**config.mk**
```make
export PLATFORM = sky130hd
export DESIGN_NAME = pwm_halfbridge_nch
export DESIGN_NICKNAME = d
export VERILOG_FILES = /design/src/rtl/pwm_halfbridge_nch.sv
export SDC_FILE = /design/constraint.sdc
export NUM_CORES = 1
export LEC_CHECK = 0
export ABC_AREA = 1
export BUFFER_PORTS_ARGS = -buffer_cell sky130_fd_sc_hd__buf_2
export CAP_MARGIN = 20
export CORE_UTILIZATION = 45
export DETAILED_ROUTE_END_ITERATION = 10
export GPL_ROUTABILITY_DRIVEN = 1
export MAX_ROUTING_LAYER = met4
export PLACE_DENSITY = 0.73
export SETUP_SLACK_MARGIN = 0.1
export SLEW_MARGIN = 15
export SYNTH_ARGS = -nofsm -noshare
export SYNTH_HDL_FRONTEND = slang
export SYNTH_SLANG_ARGS = --single-unit
```
**constraint.sdc**
```tcl
create_clock -name clk -period 5.1 [get_ports clk]
set_input_delay 0 -clock clk [delete_from_list [all_inputs] [get_ports clk]]
set_output_delay 0 -clock clk [all_outputs]
set_load 0.005 [all_outputs]
```
**src/rtl/pwm_halfbridge_nch.sv**
```systemverilog
// pwm_halfbridge_nch
//   Multi-channel complementary PWM generator for half-bridge power stages.
//   One shared time base drives CH high/low gate pairs. Each pair has its own
//   shadowed duty word and dead-time counter. A control-loop interrupt pulses
//   once every INT_DIV PWM periods.
//
//   Build option: define PWM_CENTER_ALIGNED_EN for a triangular (up/down)
//   time base with the period start at the valley. Without it the time base
//   is an edge-aligned sawtooth.
//
// Ports
//   clk    in        system clock, the only clock of the block
//   rst_n  in        asynchronous active-low reset
//   en     in        run enable; low holds the bridge off and the time base at 0
//   duty   in  CH*DW duty words, channel i at [i*DW +: DW]
//   s      out CH    high-side gate commands (registered)
//   nots   out CH    low-side gate commands (registered)
//   irq    out 1     one-clk period interrupt pulse (registered)
module pwm_halfbridge_nch #(
   parameter int CH      = 1,
   parameter int DW      = 10,
   parameter int PERIOD  = 1000,
   parameter int PRESC   = 4,
   parameter int DT      = 8,
   parameter int INT_DIV = 1
) (
   input  logic               clk,
   input  logic               rst_n,
   input  logic               en,
   input  logic [CH*DW-1:0]   duty,
   output logic [CH-1:0]      s,
   output logic [CH-1:0]      nots,
   output logic               irq
);

   localparam int PW  = (PRESC > 1)   ? $clog2(PRESC)   : 1;
   localparam int IW  = (INT_DIV > 1) ? $clog2(INT_DIV) : 1;
   localparam int DTW = (DT > 0)      ? $clog2(DT + 1)  : 1;

   localparam logic [PW-1:0]  PRESC_LAST = PW'(PRESC - 1);
   localparam logic [DW-1:0]  CNT_LAST   = DW'(PERIOD - 1);
   localparam logic [IW-1:0]  ICNT_LAST  = IW'(INT_DIV - 1);
   localparam logic [DTW-1:0] DT_SAT     = DTW'(DT);

   logic [PW-1:0] r_presc;
   logic [DW-1:0] r_cnt;
   logic [DW-1:0] w_cnt_next;
   logic [IW-1:0] r_icnt;
   logic [IW-1:0] w_icnt_next;
   logic          r_first;   // set until the first tick after reset / enable
   logic          r_irq;
   logic          w_tick;
   logic          w_pstart;
   logic          w_adv;

   assign w_tick = (r_presc == PRESC_LAST);

   // The first tick after start-up only arms the time base (it is the period
   // start); the output pipeline starts evaluating cnt=0 on the tick after.
   assign w_adv = w_tick && !r_first;

`ifdef PWM_CENTER_ALIGNED_EN
   logic r_up;

   always_comb begin
      w_cnt_next = r_cnt;
      if (r_first) begin
         w_cnt_next = '0;
      end else if (r_up && (r_cnt != CNT_LAST)) begin
         w_cnt_next = r_cnt + DW'(1);
      end else begin
         // Turning at the peak or counting down towards the valley.
         w_cnt_next = r_cnt - DW'(1);
      end
   end
`else
   always_comb begin
      w_cnt_next = r_cnt + DW'(1);
      if (r_first || (r_cnt == CNT_LAST)) begin
         w_cnt_next = '0;
      end
   end
`endif

   // Both time-base shapes only ever reach 0 at a period start.
   assign w_pstart    = w_tick && (w_cnt_next == '0);
   assign w_icnt_next = (r_icnt == ICNT_LAST) ? '0 : r_icnt + IW'(1);

   always_ff @(posedge clk or negedge rst_n) begin
      if (!rst_n) begin
         r_presc <= '0;
         r_cnt   <= '0;
         r_icnt  <= '0;
         r_first <= 1'b1;
         r_irq   <= 1'b0;
      end else if (!en) begin
         r_presc <= '0;
         r_cnt   <= '0;
         r_icnt  <= '0;
         r_first <= 1'b1;
         r_irq   <= 1'b0;
      end else begin
         r_irq   <= 1'b0;
         r_presc <= w_tick ? '0 : r_presc + PW'(1);
         if (w_tick) begin
            r_cnt   <= w_cnt_next;
            r_first <= 1'b0;
            if (w_pstart) begin
               r_icnt <= w_icnt_next;
               r_irq  <= (w_icnt_next == '0);
            end
         end
      end
   end

`ifdef PWM_CENTER_ALIGNED_EN
   always_ff @(posedge clk or negedge rst_n) begin
      if (!rst_n) begin
         r_up <= 1'b1;
      end else if (!en) begin
         r_up <= 1'b1;
      end else if (w_tick) begin
         if (w_pstart) begin
            r_up <= 1'b1;
         end else if (r_up && (r_cnt == CNT_LAST)) begin
            r_up <= 1'b0;
         end
      end
   end
`endif

   assign irq = r_irq;

   genvar gi;
   generate
      for (gi = 0; gi < CH; gi++) begin : g_ch
         logic [DW-1:0]  r_duty_sh;
         logic [DTW-1:0] r_dtc;
         logic [DTW-1:0] w_dtc_next;
         logic           r_raw_prev;
         logic           r_s;
         logic           r_nots;
         logic           w_raw;
         logic           w_stable;

         assign w_raw = (r_cnt < r_duty_sh);

         // Any demand edge restarts the dead-time count; both gates stay off
         // until the demand has been stable for DT ticks.
         always_comb begin
            w_dtc_next = r_dtc;
            if (w_raw != r_raw_prev) begin
               w_dtc_next = '0;
            end else if (r_dtc != DT_SAT) begin
               w_dtc_next = r_dtc + DTW'(1);
            end
         end

         assign w_stable = (w_dtc_next == DT_SAT);

         always_ff @(posedge clk or negedge rst_n) begin
            if (!rst_n) begin
               r_duty_sh  <= '0;
               r_dtc      <= '0;
               r_raw_prev <= 1'b0;
               r_s        <= 1'b0;
               r_nots     <= 1'b0;
            end else if (!en) begin
               r_duty_sh  <= duty[gi*DW +: DW];
               r_dtc      <= '0;
               r_raw_prev <= 1'b0;
               r_s        <= 1'b0;
               r_nots     <= 1'b0;
            end else begin
               // Keep tracking duty until the time base is armed, then only
               // at period starts so a mid-period write cannot glitch a pulse.
               if (r_first || w_pstart) begin
                  r_duty_sh <= duty[gi*DW +: DW];
               end
               if (w_adv) begin
                  r_raw_prev <= w_raw;
                  r_dtc      <= w_dtc_next;
                  r_s        <= w_raw && w_stable;
                  r_nots     <= !w_raw && w_stable;
               end
            end
         end

         assign s[gi]    = r_s;
         assign nots[gi] = r_nots;
      end
   endgenerate

endmodule

```
-- Yosys cells after proc, flatten, opt, wreduce, memory -nomap -nowiden
Index checks and enable logic that the tools add are counted.
- add/subtract/negate cells: 4
- $lt $le $gt $ge: 1
- equal/unequal tests: 9
- mux-type cells: 26
- bitwise operators: 1
- reductions and logical operators: 10
- operator list (operator ; number):
    10-bit 2-to-1 mux ; 5
    4-bit 2-to-1 mux ; 4
    1-bit 2-to-1 mux ; 15
    10-bit by 1-bit adder with 10-bit output, second input constant ; 1
    10-bit equality test, second input constant ; 1
    10-bit zero test ; 1
    10-bit < comparator ; 1
    2-bit by 1-bit != test with 1-bit output, second input constant ; 4
    4-bit by 1-bit adder with 4-bit output, second input constant ; 1
    4-bit equality test, second input constant ; 1
    1-bit logical AND ; 4
    2-bit 2-to-1 mux ; 2
    4-bit != test, second input constant ; 1
    2-bit by 1-bit adder with 2-bit output, second input constant ; 1
    2-bit equality test, second input constant ; 1
    1-bit zero test ; 2
    1-bit logical OR ; 2
    2-bit AND reduction ; 1
    1-bit adder, second input constant ; 1
    1-bit != test ; 1
    1-bit inverter ; 1
- register bits: 32

-- Longest topological paths before layout
- depth after elaboration: 8
- gate-level depth with buffers: 15
- depth with buffers taken out: 14

-- Least setup slack after synthesis
OpenSTA, ideal clock, no wires.
- path kind: reg2reg
- from: register r_cnt[1]
- to: register g_ch[0].r_duty_sh[0]
- setup time: 0.117 ns
- arrival: 1.601 ns
- data required time: 4.983 ns
- setup slack: 3.382 ns
- cell stages (with the launch flop): 14
- buffers on the path: 1
- cells stage by stage: dfrtp_1 -> ha_1 -> nand2_2 -> nor2_2 -> nand3_2 -> nand2_4 -> nor2_1 -> nor2_1 -> nand3_2 -> inv_1 -> nand2_2 -> buf_6 -> nand3_1 -> nand2_1
- longest elaborated chain between the ends: 7
- RTL lines (element ; line ; RTL):
    from (decl) ; 46 ; logic [DW-1:0] r_cnt;
    from (signal assigned) ; 106 ; r_cnt <= w_cnt_next;
    branches (longest 2 deep; another with 10-bit by 1-bit adder with 10-bit output) ; -- ;
    10-bit 2-to-1 mux * ; 79 ; if (r_first || (r_cnt == CNT_LAST)) begin
    10-bit zero test * ; 86 ; assign w_pstart = w_tick && (w_cnt_next == '0);
    1-bit logical AND * ; 86 ;
    1-bit logical OR * ; 177 ; if (r_first || w_pstart) begin
    2-bit by 1-bit != test with 1-bit output (no line) * ; -- ;
    to (signal assigned) ; 169 ; r_duty_sh <= duty[gi*DW +: DW];
    to (signal assigned) ; 178 ; r_duty_sh <= duty[gi*DW +: DW];
    to (decl) ; 137 ; logic [DW-1:0] r_duty_sh;
Mark *: on every way between the ends.
A chain may end at the register's enable or synchronous reset.

-- Worst setup path in the final report
- from: register r_cnt[1]
- to: register g_ch[0].r_duty_sh[8]
Same word-level chain as after synthesis.

==> run metrics <==
remaining antenna violation count=0; status=completed; R2R Path Start=r_cnt[1]; First-pass DRT Iterations=5; min-delay worst type=in2async; yosys warns=0; Vias/cell=approximately 5; Startpoint Class=flop; number of distinct library cells after synthesis=23; die area=roughly 0.0045 mm^2; Post-Route WL=approximately 3900 um; Tightest Pin Transition=between 0.9 and 1 ns; root buffer cell=clkbuf_8; RePlAce Congestion=about 0.94; Synth top area share=about 40%; first-pass GRT wire length=~6700 um; Hold Fails Final Rpt=0; Post-Syn Instances=~250; fin nets=310; synth-to-layout area growth=17.39%; f_max=506.9 MHz; pwr dens=227.6 mW/mm^2; Starting Density=between 40 and 50%; fraction of layout cells with a size suffix above 1=roughly 12%; relative slew slack=37.46%; H-tree depth=2; Synth area leader=dfrtp_1; CTS tree=built; synthesis-stage register bit count=31; largest net degree at the start of global routing=32; CTS buffer count=5; Final Critical Period=1.973 ns; total negative slack=0 ns; Die W=between 60 and 70 um; worst-path maximum fanout=11; Total Routing Usage GR=around a fifth; Die Ht=66.73 um; Port Buffers=15; DRC viols=0; capturing point of the worst reg2reg path=g_ch[0].r_duty_sh[8]; Cell Area, Synth=0.001886 mm^2; reg2reg path depth=12; Layout fillers=362; Multi-input gate area=around 940 um^2; clk buf depth=2; register area share after synthesis=between 40% and 50%; setup ws final=3.127 ns; final setup vio count=0; vias in the first global route=1520; synth top area cells=dfrtp_1 40%, nand2_1 14%, ha_1 8.6%, nand3_1 8.0%, inv_1 7.8%; CP endpoint kind=flop; Post-Syn Nets=~280; DR WL/cell=about 12 um; clk sinks=31; Lkg Pwr=1.173 nW; clk slew on worst S/H paths=roughly 0.070 ns; Critical Path RT=roughly 5.3 ns; Starting DRT DRC Count=just under 70; DR vias=1704; total power draw=about 0.50 mW; Clock Latency Late Sink=0.29 ns; Core Region=between 0.004 and 0.005 mm^2; row cnt=23; Avg Cell Area, Syn=roughly 7.5 um^2; worst slack, placed=~3.2 ns; GRT Residual Overflow=0; RSZ-0062 raised after global routing=false; Seq. cell area=between 700 and 800 um^2; Worst IR Drop VDD=roughly 0.19 mV; initial antenna violation count=0; final critical-path share of the clock period=a little under 40%; Worst Path Arrival=2.15 ns; HPWL after DPL=2838 um; # IOs=16; flop-to-flop setup slack=about 3.1 ns; max-slew violations=0; Max-Cap Viols=0; clk_skew=just over 0.009 ns; ant diodes=0; Crit Path Category=reg2reg
-- worst max-delay path, stage by stage (launching register included) --
cell     delay, ns
dfrtp_1       0.45
ha_1          0.25
nand2_2       0.10
nor2_2        0.11
nand3_2       0.13
nand2_4       0.12
inv_2         0.06
nand3_1       0.13
nand3_2       0.12
inv_1         0.08
nand2_2       0.14
nand3_1       0.11
nand2_1       0.06
-- how the worst max path moves through the flow --
stage | start | endpoint
final | r_cnt[1] | g_ch[0].r_duty_sh[8]
after detailed placement | r_cnt[1] | g_ch[0].r_duty_sh[9]
after floorplan | r_cnt[1] | g_ch[0].r_duty_sh[0]
after CTS | r_cnt[1] | g_ch[0].r_duty_sh[8]
after global placement | r_cnt[1] | g_ch[0].r_duty_sh[7]
after global routing | r_cnt[1] | g_ch[0].r_duty_sh[6]
-- registers in the layout, indices dropped and copies added, names as in the netlist, 2 cells and up --
name / flops
r_cnt: 10
r_presc: 2
g_ch.r_duty_sh: 10
g_ch.r_dtc: 4
-- cells in the final DEF, fill, tap and decap left out --
cell type,netlist,routed
o22ai_1,3,3
clkbuf_8,0,5
dfstp_2,1,1
nor3_1,1,1
o21ai_0,18,18
o21ai_4,1,1
nand2_4,1,1
dlygate4sd3_1,0,12
nand2_1,69,69
clkinvlp_4,0,2
nand2_2,3,3
dfrtp_1,30,30
clkinv_2,0,1
inv_2,1,1
buf_2,0,15
ha_1,13,13
a21o_1,1,1
nor2_1,23,23
xor2_1,2,2
o21a_1,1,1
nand3_1,30,30
nor2_2,2,2
a21oi_1,3,3
nand4_1,5,5
inv_1,39,39
nand3_2,3,3
-- layout make-up --
type / instances / area share, %
multi-input cells: 179 / 42.45
flip-flops and latches: 31 / 35.10
repair buffers: 27 / 8.819
inverters: 40 / 6.784
clock buffers: 5 / 3.109
well taps: 50 / 2.826
clock inverters: 3 / 0.9045
-- through the flow --
step	hold WS (ns)	cell area [um^2]	std cells	utilization, %
2_1_floorplan	-0.2956	1886	252	-
3_3_place_gp	0.09249	2004	315	50.11
3_5_place_dp	0.09316	2004	315	50.11
4_1_cts	0.3272	2213	335	55.33
5_1_grt	0.3547	2213	335	55.33
6_report	0.2936	2213	335	55.33
-- synth_stat cells (all sizes together) --
cell type / count
xor2: 2
a21oi: 3
o21a: 1
inv: 40
nand2: 73
nand3: 33
dfstp: 1
ha: 13
nor3: 1
buf: 2
nor2: 25
o22ai: 3
nand4: 5
a21o: 1
dfrtp: 30
o21ai: 19
-- where the power goes --
group          switching, mW  total (mW)  internal (mW)
logic                 0.0314      0.0521         0.0207
registers            0.00484       0.260          0.255
clock network         0.0969       0.192         0.0947
total                  0.133       0.504          0.371
-- per-layer routing --
layer	track usage (%)	share of wire, %	vias to the layer above
met2	31.94	47	50
met4	10.11	2.0	0
li1	-	-	873
met1	26.75	46	774
met3	3.596	4.7	7
met5	-	0	-
-- repair_timing --
| action | CTS | global route |
|---|---|---|
| hold buffers | 12 | 0 |
| setup endpoints to repair | 0 | 0 |
| gates resized for setup | 0 | 0 |
| hold endpoints to repair | 41 | 0 |
| buffers inserted | 0 | 0 |
-- logic make-up after synthesis --
kind of cell / share of synthesized area, %
and+or+nand+nor: 32.05
xor gates and xnor gates: 0.9292
DFF: 41.21
AOI/OAI and AO/OA: 8.229
adders and majority gates: 8.627
buffers and inverters: 8.958
(Power assumes the default switching activity.)
